==> src/rtl/bus_arbiter_if.sv <==
// Shared signal bundle between the debug unit, the CPU, the bus arbiter and
// the memory/MMIO bus. The slave view belongs to the arbiter, which serves
// requests. The master view belongs to the environment, which issues requests
// and drives the OR-combined slave read data.
interface bus_arbiter_if;
    // debug-unit request channel; dbg_wren == 0 means read
    logic        dbg_req;
    logic [31:0] dbg_adr;
    logic [31:0] dbg_wdata;
    logic [3:0]  dbg_wren;
    logic [31:0] dbg_rdata;
    logic        dbg_rdy;

    // CPU request channel; only eligible while cpu_run is high
    logic        cpu_run;
    logic        cpu_req;
    logic [31:0] cpu_adr;
    logic [31:0] cpu_wdata;
    logic [3:0]  cpu_wren;
    logic [31:0] cpu_rdata;
    logic        cpu_rdy;

    // shared memory/MMIO bus
    logic        bus_op;
    logic [31:0] bus_adr;
    logic [31:0] bus_wdata;
    logic [3:0]  bus_wren;
    logic [31:0] bus_rdata;

    // status
    logic        busy;
    logic        grant_cpu;

    modport slave (
        input  dbg_req, dbg_adr, dbg_wdata, dbg_wren,
        output dbg_rdata, dbg_rdy,
        input  cpu_run, cpu_req, cpu_adr, cpu_wdata, cpu_wren,
        output cpu_rdata, cpu_rdy,
        output bus_op, bus_adr, bus_wdata, bus_wren,
        input  bus_rdata,
        output busy, grant_cpu
    );

    modport master (
        output dbg_req, dbg_adr, dbg_wdata, dbg_wren,
        input  dbg_rdata, dbg_rdy,
        output cpu_run, cpu_req, cpu_adr, cpu_wdata, cpu_wren,
        input  cpu_rdata, cpu_rdy,
        input  bus_op, bus_adr, bus_wdata, bus_wren,
        output bus_rdata,
        input  busy, grant_cpu
    );
endinterface

==> src/rtl/bus_arbiter.sv <==
// Two-master arbiter between the debug unit and the CPU for a single shared
// memory/MMIO bus. The debug unit has priority, but a streak counter bounds
// how many debug grants in a row a waiting CPU can be passed over. Each
// transaction runs IDLE -> ACCESS (WAIT_CYCLES+1 cycles of bus_op) -> ACK
// (one-cycle rdy pulse to the owner) -> IDLE.
module bus_arbiter #(
    parameter int WAIT_CYCLES = 1,  // extra bus_op cycles beyond the first, 0..15
    parameter int FAIR_LIMIT  = 4   // debug grants in a row while the CPU waits, 1..15
) (
    input  logic clk,
    input  logic reset,
    bus_arbiter_if.slave bus
);

    typedef enum logic [1:0] {
        IDLE   = 2'd0,
        ACCESS = 2'd1,
        ACK    = 2'd2
    } state_t;

    localparam logic [3:0] WAIT_LOAD = 4'(WAIT_CYCLES);
    localparam logic [3:0] LIMIT     = 4'(FAIR_LIMIT);

    state_t      state;
    state_t      state_next;

    logic [3:0]  wait_cnt;
    logic [3:0]  streak;
    logic [3:0]  streak_next;
    logic        owner_cpu;

    logic        dbg_elig;
    logic        cpu_elig;
    logic        pick_cpu;
    logic        grant;
    logic        capture;

    logic        bus_op_q;
    logic [31:0] bus_adr_q;
    logic [31:0] bus_wdata_q;
    logic [3:0]  bus_wren_q;
    logic [31:0] dbg_rdata_q;
    logic [31:0] cpu_rdata_q;
    logic        dbg_rdy_q;
    logic        cpu_rdy_q;

    assign dbg_elig = bus.dbg_req;
    assign cpu_elig = bus.cpu_req & bus.cpu_run;

    // The CPU only beats a pending debug request once the debug streak has
    // reached the fairness limit; with no debug request it wins outright.
    assign pick_cpu = cpu_elig & (~dbg_elig | (streak == LIMIT));

    // Next-state and arbitration decisions; grant and capture are one-cycle
    // strobes that the datapath registers below act on.
    always_comb begin
        state_next  = state;
        streak_next = streak;
        grant       = 1'b0;
        capture     = 1'b0;
        case (state)
            IDLE: begin
                if (dbg_elig | cpu_elig) begin
                    grant      = 1'b1;
                    state_next = ACCESS;
                    if (pick_cpu) begin
                        streak_next = 4'd0;
                    end else if (cpu_elig) begin
                        streak_next = (streak >= LIMIT) ? LIMIT : streak + 4'd1;
                    end else begin
                        streak_next = 4'd0;
                    end
                end
            end
            ACCESS: begin
                if (wait_cnt == 4'd0) begin
                    capture    = 1'b1;
                    state_next = ACK;
                end
            end
            ACK: begin
                state_next = IDLE;
            end
            default: begin
                state_next = IDLE;
            end
        endcase
    end

    // State register; reset aborts any transaction in flight.
    always_ff @(posedge clk or posedge reset) begin
        if (reset) begin
            state <= IDLE;
        end else begin
            state <= state_next;
        end
    end

    // Fairness streak; only changes at an IDLE grant.
    always_ff @(posedge clk or posedge reset) begin
        if (reset) begin
            streak <= 4'd0;
        end else begin
            streak <= streak_next;
        end
    end

    // Access wait counter: loaded at grant, counts down to zero in ACCESS.
    always_ff @(posedge clk or posedge reset) begin
        if (reset) begin
            wait_cnt <= 4'd0;
        end else if (grant) begin
            wait_cnt <= WAIT_LOAD;
        end else if ((state == ACCESS) && (wait_cnt != 4'd0)) begin
            wait_cnt <= wait_cnt - 4'd1;
        end
    end

    // Bus registers: latch the winner's request at grant and hold it for the
    // whole access; bus_op and bus_wren drop as the read data is captured.
    // Address and write data keep their last value while idle.
    always_ff @(posedge clk or posedge reset) begin
        if (reset) begin
            bus_op_q    <= 1'b0;
            bus_adr_q   <= 32'd0;
            bus_wdata_q <= 32'd0;
            bus_wren_q  <= 4'd0;
            owner_cpu   <= 1'b0;
        end else if (grant) begin
            bus_op_q  <= 1'b1;
            owner_cpu <= pick_cpu;
            if (pick_cpu) begin
                bus_adr_q   <= bus.cpu_adr;
                bus_wdata_q <= bus.cpu_wdata;
                bus_wren_q  <= bus.cpu_wren;
            end else begin
                bus_adr_q   <= bus.dbg_adr;
                bus_wdata_q <= bus.dbg_wdata;
                bus_wren_q  <= bus.dbg_wren;
            end
        end else if (capture) begin
            bus_op_q   <= 1'b0;
            bus_wren_q <= 4'd0;
        end
    end

    // Completion: capture the bus read data into the owner's register and
    // raise only the owner's rdy for the single ACK cycle.
    always_ff @(posedge clk or posedge reset) begin
        if (reset) begin
            dbg_rdata_q <= 32'd0;
            cpu_rdata_q <= 32'd0;
            dbg_rdy_q   <= 1'b0;
            cpu_rdy_q   <= 1'b0;
        end else begin
            dbg_rdy_q <= 1'b0;
            cpu_rdy_q <= 1'b0;
            if (capture) begin
                if (owner_cpu) begin
                    cpu_rdata_q <= bus.bus_rdata;
                    cpu_rdy_q   <= 1'b1;
                end else begin
                    dbg_rdata_q <= bus.bus_rdata;
                    dbg_rdy_q   <= 1'b1;
                end
            end
        end
    end

    assign bus.bus_op    = bus_op_q;
    assign bus.bus_adr   = bus_adr_q;
    assign bus.bus_wdata = bus_wdata_q;
    assign bus.bus_wren  = bus_wren_q;
    assign bus.dbg_rdata = dbg_rdata_q;
    assign bus.dbg_rdy   = dbg_rdy_q;
    assign bus.cpu_rdata = cpu_rdata_q;
    assign bus.cpu_rdy   = cpu_rdy_q;
    assign bus.busy      = (state != IDLE);
    assign bus.grant_cpu = owner_cpu & (state != IDLE);

endmodule

==> src/flat_wrapper.sv <==
// flat-port wrapper written by rule: the top's interface ports become plain ports
module bus_arbiter_flat 
#(
    parameter int WAIT_CYCLES = 1,                                                
    parameter int FAIR_LIMIT  = 4                                                      
)
  (clk, reset, bus_dbg_req, bus_dbg_adr, bus_dbg_wdata, bus_dbg_wren, bus_dbg_rdata, bus_dbg_rdy, bus_cpu_run, bus_cpu_req, bus_cpu_adr, bus_cpu_wdata, bus_cpu_wren, bus_cpu_rdata, bus_cpu_rdy, bus_bus_op, bus_bus_adr, bus_bus_wdata, bus_bus_wren, bus_bus_rdata, bus_busy, bus_grant_cpu);
  bus_arbiter_if bus_i ();
  input  logic clk;
  input  logic reset;
  input wire logic [$bits(bus_i.dbg_req)-1:0] bus_dbg_req;
  input wire logic [$bits(bus_i.dbg_adr)-1:0] bus_dbg_adr;
  input wire logic [$bits(bus_i.dbg_wdata)-1:0] bus_dbg_wdata;
  input wire logic [$bits(bus_i.dbg_wren)-1:0] bus_dbg_wren;
  output wire logic [$bits(bus_i.dbg_rdata)-1:0] bus_dbg_rdata;
  output wire logic [$bits(bus_i.dbg_rdy)-1:0] bus_dbg_rdy;
  input wire logic [$bits(bus_i.cpu_run)-1:0] bus_cpu_run;
  input wire logic [$bits(bus_i.cpu_req)-1:0] bus_cpu_req;
  input wire logic [$bits(bus_i.cpu_adr)-1:0] bus_cpu_adr;
  input wire logic [$bits(bus_i.cpu_wdata)-1:0] bus_cpu_wdata;
  input wire logic [$bits(bus_i.cpu_wren)-1:0] bus_cpu_wren;
  output wire logic [$bits(bus_i.cpu_rdata)-1:0] bus_cpu_rdata;
  output wire logic [$bits(bus_i.cpu_rdy)-1:0] bus_cpu_rdy;
  output wire logic [$bits(bus_i.bus_op)-1:0] bus_bus_op;
  output wire logic [$bits(bus_i.bus_adr)-1:0] bus_bus_adr;
  output wire logic [$bits(bus_i.bus_wdata)-1:0] bus_bus_wdata;
  output wire logic [$bits(bus_i.bus_wren)-1:0] bus_bus_wren;
  input wire logic [$bits(bus_i.bus_rdata)-1:0] bus_bus_rdata;
  output wire logic [$bits(bus_i.busy)-1:0] bus_busy;
  output wire logic [$bits(bus_i.grant_cpu)-1:0] bus_grant_cpu;
  assign bus_i.dbg_req = bus_dbg_req;
  assign bus_i.dbg_adr = bus_dbg_adr;
  assign bus_i.dbg_wdata = bus_dbg_wdata;
  assign bus_i.dbg_wren = bus_dbg_wren;
  assign bus_dbg_rdata = bus_i.dbg_rdata;
  assign bus_dbg_rdy = bus_i.dbg_rdy;
  assign bus_i.cpu_run = bus_cpu_run;
  assign bus_i.cpu_req = bus_cpu_req;
  assign bus_i.cpu_adr = bus_cpu_adr;
  assign bus_i.cpu_wdata = bus_cpu_wdata;
  assign bus_i.cpu_wren = bus_cpu_wren;
  assign bus_cpu_rdata = bus_i.cpu_rdata;
  assign bus_cpu_rdy = bus_i.cpu_rdy;
  assign bus_bus_op = bus_i.bus_op;
  assign bus_bus_adr = bus_i.bus_adr;
  assign bus_bus_wdata = bus_i.bus_wdata;
  assign bus_bus_wren = bus_i.bus_wren;
  assign bus_i.bus_rdata = bus_bus_rdata;
  assign bus_busy = bus_i.busy;
  assign bus_grant_cpu = bus_i.grant_cpu;
  bus_arbiter #(.WAIT_CYCLES(WAIT_CYCLES), .FAIR_LIMIT(FAIR_LIMIT)) u_core (.clk(clk), .reset(reset), .bus(bus_i));
endmodule
==> config.mk <==
export PLATFORM = sky130hd
export DESIGN_NAME = bus_arbiter_flat
export DESIGN_NICKNAME = d
export VERILOG_FILES = /design/src/rtl/bus_arbiter_if.sv /design/src/rtl/bus_arbiter.sv /design/src/flat_wrapper.sv
export SDC_FILE = /design/constraint.sdc
export NUM_CORES = 1
export LEC_CHECK = 0
export ABC_AREA = 1
export BUFFER_PORTS_ARGS = -buffer_cell sky130_fd_sc_hd__buf_2
export CAP_MARGIN = 25
export CORE_AREA = 2 2 120 122
export CTS_BUF_LIST = sky130_fd_sc_hd__clkbuf_8 sky130_fd_sc_hd__clkbuf_16
export DETAILED_ROUTE_END_ITERATION = 12
export DIE_AREA = 0 0 122 124
export HOLD_SLACK_MARGIN = 0.02
export PLACE_DENSITY = 0.84
export SETUP_SLACK_MARGIN = 0.3
export SKIP_CTS_REPAIR_TIMING = 1
export SLEW_MARGIN = 20
export SYNTH_ARGS = -nofsm -noshare
export SYNTH_HDL_FRONTEND = slang
export SYNTH_SLANG_ARGS = --single-unit
==> constraint.sdc <==
create_clock -name clk -period 10.8 [get_ports clk]
set_input_delay 0.54 -clock clk [delete_from_list [all_inputs] [get_ports clk]]
set_output_delay 0.54 -clock clk [all_outputs]
set_load 0.005 [all_outputs]
# --- Word level (Yosys, flattened, before mapping) ---
# Cells that the tools add are included.
classes:
  n_addsub: 2
  magnitude_cmp: 1
  n_eq_ne: 4
  mux: 23
  n_bitwise: 7
  reduce_logical: 11
op_table:
  columns: ["cell", "n"]
  rows:
  - ["two-way mux 32 bit", 2]
  - ["two-way mux 4 bit", 8]
  - ["two-way mux 1 bit", 10]
  - ["AND reduction 2 bit", 4]
  - ["nonzero test 2 bit", 3]
  - ["adder 4 x 1 -> 4 bit (second input constant)", 1]
  - ["equality test 4 x 3 -> 1 bit (second input constant)", 1]
  - [">= comparator 4 x 3 -> 1 bit (second input constant)", 1]
  - ["logical NOT 4 bit", 1]
  - ["two-way mux 2 bit", 2]
  - ["inequality test 2 x 1 -> 1 bit (second input constant)", 2]
  - ["case mux 2 bit (2 select lines)", 1]
  - ["nonzero test 4 bit", 1]
  - ["subtractor 4 x 1 -> 4 bit (second input constant)", 1]
  - ["bitwise AND 1 bit", 3]
  - ["equality test 2 x 1 -> 1 bit (second input constant)", 1]
  - ["logical NOT 2 bit", 1]
  - ["inverter 1 bit", 2]
  - ["OR 1 bit", 2]
  - ["logical AND 1 bit", 1]
word_totals:
  ff_bits: 146
  in_bits: 173

# --- Depth between registers and ports, before layout ---
logic_depth:
  depth_word: 5
  ltp_mapped: 10
  ltp_nobuf: 9

# --- Worst setup path before layout ---
# Ideal clock, no wire load.
synth_timing:
  path_kind: "register to register"
  from: "register u_core.wait_cnt[0]"
  to: "register u_core.cpu_rdata_q[14], in the netlist u_core.bus.cpu_rdata[14]"
  setup_time_ns: 0.126
  arrival_time_ns: 1.276
  required_time_ns: 10.674
  setup_slack_ns: 9.398
  stages_incl_launch_ff: 10
  n_path_buf: 2
  period_less_slack_ns: 1.402
  path_cell_list: "dfrtp_1 inv_1 ha_1 nand3_2 inv_2 nand3_1 buf_2 buf_2 nand2_1 o21ai_0"
synth_between:
  elab_chain_cells: 4
synth_lines:
  columns: ["item", "line", "text"]
  rows:
  - ["start: declaration", "bus_arbiter.sv:27", "logic [3:0] wait_cnt;"]
  - ["start signal: assignment", "bus_arbiter.sv:115", "wait_cnt <= wait_cnt - 4'd1;"]
  - ["logical NOT 4 bit", "bus_arbiter.sv:76", "if (wait_cnt == 4'd0) begin"]
  - ["two-way mux 1 bit", "bus_arbiter.sv:76", null]
  - ["two-way mux 1 bit", "bus_arbiter.sv:61", "case (state)"]
  - ["AND reduction 2 bit (no source line)", null, null]
  - ["end signal: assignment", "bus_arbiter.sv:160", "cpu_rdata_q <= bus.bus_rdata;"]
  - ["end: declaration", "bus_arbiter.sv:43", "logic [31:0] cpu_rdata_q;"]
# No other way between the ends.
# A chain may end at the register's enable or synchronous reset.

# --- Worst setup path in the final report ---
layout_timing:
  from: "register u_core.streak[0]"
  to: "register u_core.bus_wdata_q[18], in the netlist u_core.bus.bus_wdata[18]"
layout_between:
  elab_chain_cells: 4
layout_lines:
  columns: ["item", "line", "text"]
  rows:
  - ["start: declaration", "bus_arbiter.sv:28", "logic [3:0] streak;"]
  - ["start signal: assignment", "bus_arbiter.sv:104", "streak <= streak_next;"]
  - ["equality test 4 x 3 -> 1 bit", "bus_arbiter.sv:52", "assign pick_cpu = cpu_elig & (~dbg_elig | (streak == LIMIT));"]
  - ["OR 1 bit", "bus_arbiter.sv:52", null]
  - ["bitwise AND 1 bit", "bus_arbiter.sv:52", null]
  - ["two-way mux 32 bit", "bus_arbiter.sv:132", "if (pick_cpu) begin"]
  - ["end signal: assignment", "bus_arbiter.sv:134", "bus_wdata_q <= bus.cpu_wdata;"]
  - ["end signal: assignment", "bus_arbiter.sv:138", "bus_wdata_q <= bus.dbg_wdata;"]
  - ["end: declaration", "bus_arbiter.sv:40", "logic [31:0] bus_wdata_q;"]
# No other way between the ends.

==> impl_metrics.toml <==
[run]
max-cap-violations = 0

[yosys]
synth_top_family_by_area = "simple AND/OR/NAND/NOR gates"
yosys.area_share.adder = 0.007261
yosys.area_share.simple = 0.2676
syn_avg_cell_area_um2 = 7.659
synth-xor-area-share = 0.001271
synth_area_um2 = 6893
synthMuxAreaShare = 0
synthTopCellsByArea = "dfrtp_1, nand2_1, nand3_1"
syn-num-nets = 1077
synth.top_cell.area_share = 0.5300
synthCells = 900
synth_compound_area_frac = 0.05282
ys_types = 22
synth_area_leader_cell = "dfrtp_1"
ys_ff_latch = 146
yosys_warnings = 0
synth_seq_area_share = 0.5300

[sta]
slew_viol_final = 0
finalCritPeriodShare = 0.1924
finalHoldViolCount = 0
fin_crit_ns = 2.077
fmax_ghz = 0.4814
tns_ns = 0
skew_ns = 0.007703
slew_headroom = 0.4573
rsz0062_at_grt = "no"
finalWorstSetupSlack_ns = 8.723
tightest_slew_ns = 0.8140
setup_viol = 0

[detailed_routing]
drtIter0Drc = 432
final_antenna_net_count = 0
post_drt_wl_per_cell_um = 13.69
via_per_inst = 4.849
vias = 6687
wl_um = 18870
remaining_drc_errors = 0
dr.pass1.iters = 8

[floorplanning]
initial_core_util = 0.5024
dieArea_um2 = 15130
core_um2 = 13720
die_x_um = 122
ios = 310
rows = 43
die_h_um = 124

[power_and_ir_drop]
p_comb_frac = 0.341
netSwitchingFraction = 0.3532
p_seq_frac = 0.390
p_total_mw = 2.441
powerDensity_nw_per_um2 = 266.9
vdd_drop_max_mv = 0.1167
p_leak_nw = 5.670
p_sw_uw = 862.0
power.internal_mw = 1.579
power_frac_clock = 0.269

[clock_network]
clockBufferDepth = 2
htreeDepth = 4
clk_latency_ns = 0.42
tritoncts = "done"
path_clk_slew_ns = 0.06
cts_buffers = 17
clock_sinks = 146
ctsRootBufferMaster = "clkbuf_16"

[placement]
dp_hpwl_um = 12880
globalplace.congestion = 0.8045
io_buffers = 309
placed_area_um2 = 8468
pre_cts_ws_ns = 8.416

[global_routing]
grt_pass1_vias = 6046
grt_pass1_wl_um = 29240
overflow = 0
antenna_found_initial = 2
grt_usage = 0.2479
grt_max_degree = 91

[layout]
drive_above_1_share = 0.2997
most-common-layout-cells = "buf_2, nand2_1, inv_1"
stdcell_area_um2 = 9144
fin_nets = 1362
post-route-util = 0.6665
layout_commonest_cell = "buf_2"
area_delta_synth_final_pct = 32.66
fillCellCount = 1142

[critical_path]
cp-end-kind = "flop"
crit_required_ns = 11.10
crit_path_max_fanout = 43
r2r-start = "u_core.streak[0]$_DFFE_PP0P_"
cp.arrival_ns = 2.38
crit_path_start_kind = "flop"
critical_path_class = "flop to flop"
rrSetupSlack_ns = 8.72
ff2ff_path_depth = 9
timing.rr.end = "u_core.bus.bus_wdata[18]$_DFFE_PP0P_"

[outcome]
status = "finished clean"

[hold_path]
min_path_type = "input pin to asynchronous set/reset pin"
==> cells by family after synthesis <==
logic type,after synthesis
AND/OR/NAND/NOR,439
buffers and inverters,238
flip-flops,146
AO/OA/AOI/OAI,72
adder cells (fa/ha/maj),4
XOR/XNOR,1
==> synthesized netlist by cell type, drive strengths merged <==
library cell / number
nand3: 145
o31ai: 1
nand4: 1
clkbuf: 11
nand2: 286
nor2: 7
xor2: 1
inv: 188
buf: 39
o21ai: 69
ha: 4
dfrtp: 146
a21oi: 1
o22ai: 1
==> power groups by stage <==
stage	Combinational [mW]	Sequential, mW	Clock [mW]
floorplan	0.424	0.963	0
global placement	0.799	0.947	0
detailed placement	0.838	0.944	0
CTS	0.840	0.950	0.665
global route	0.951	0.979	0.691
finish	0.831	0.953	0.656
==> cell type report <==
class / count / area, um2 / area share
Multi-Input combinational cell: 516 / 2287 / 0.2501
Clock buffer: 18 / 439.2 / 0.04803
Timing Repair Buffer: 316 / 1599 / 0.1749
Clock inverter: 14 / 226.5 / 0.02477
Inverter: 188 / 710.7 / 0.07772
Antenna cell: 1 / 2.502 / 0.0002737
Tap cell: 180 / 225.2 / 0.02463
Sequential cell: 146 / 3654 / 0.3996
==> worst max-delay path by stage <==
stage	start	end	slack, ns
CTS	u_core.wait_cnt[0]$_DFFE_PP0P_	u_core.bus.dbg_rdata[22]$_DFFE_PP0P_	8.45
floorplan	reset	u_core.bus.bus_adr[0]$_DFFE_PP0P_	6.34
global route	u_core.streak[0]$_DFFE_PP0P_	u_core.bus.bus_wdata[18]$_DFFE_PP0P_	8.57
finish	u_core.streak[0]$_DFFE_PP0P_	u_core.bus.bus_wdata[18]$_DFFE_PP0P_	8.72
detailed placement	u_core.wait_cnt[0]$_DFFE_PP0P_	u_core.bus.dbg_rdata[22]$_DFFE_PP0P_	8.42
global placement	bus_cpu_req	u_core.bus.bus_wdata[27]$_DFFE_PP0P_	8.67
==> worst max-delay path, stage by stage (launching register included) <==
cell and delay (ns):
dfrtp_1 0.36, inv_1 0.07, ha_1 0.19, nand3_1 0.09, nand2_2 0.07, nand2_2 0.38, buf_4 0.51, nand2_1 0.11
nand3_1 0.11, nand2_1 0.06
==> stage by stage <==
| step | hold slack [ns] | cells |
|---|---|---|
| global placement | 0.4504 | 1346 |
| floorplan | 0.4606 | 900 |
| detailed placement | 0.4580 | 1346 |
| finish | 0.2671 | 1379 |
| CTS | 0.3203 | 1378 |
| global route | 0.3264 | 1379 |
==> sequential cells by signal (all words and copies together), names as in the netlist <==
name                  cells
u_core.bus.bus_wdata     32
u_core.bus.dbg_rdata     32
u_core.owner_cpu          1
u_core.state              2
u_core.bus.bus_wren       4
u_core.bus.dbg_rdy        1
u_core.streak             4
u_core.bus.cpu_rdy        1
u_core.bus.bus_op         1
u_core.bus.bus_adr       32
u_core.bus.cpu_rdata     32
u_core.wait_cnt           4
==> per-layer routing <==
layer	GRT usage	wire length [um]	up-vias
met3	0.07509	1788	41
met4	0.09986	435	2
met5	0	13	-
met2	0.4001	9108	322
li1	-	-	3291
met1	0.3133	7527	3031
Power figures use the tool's default switching activity.
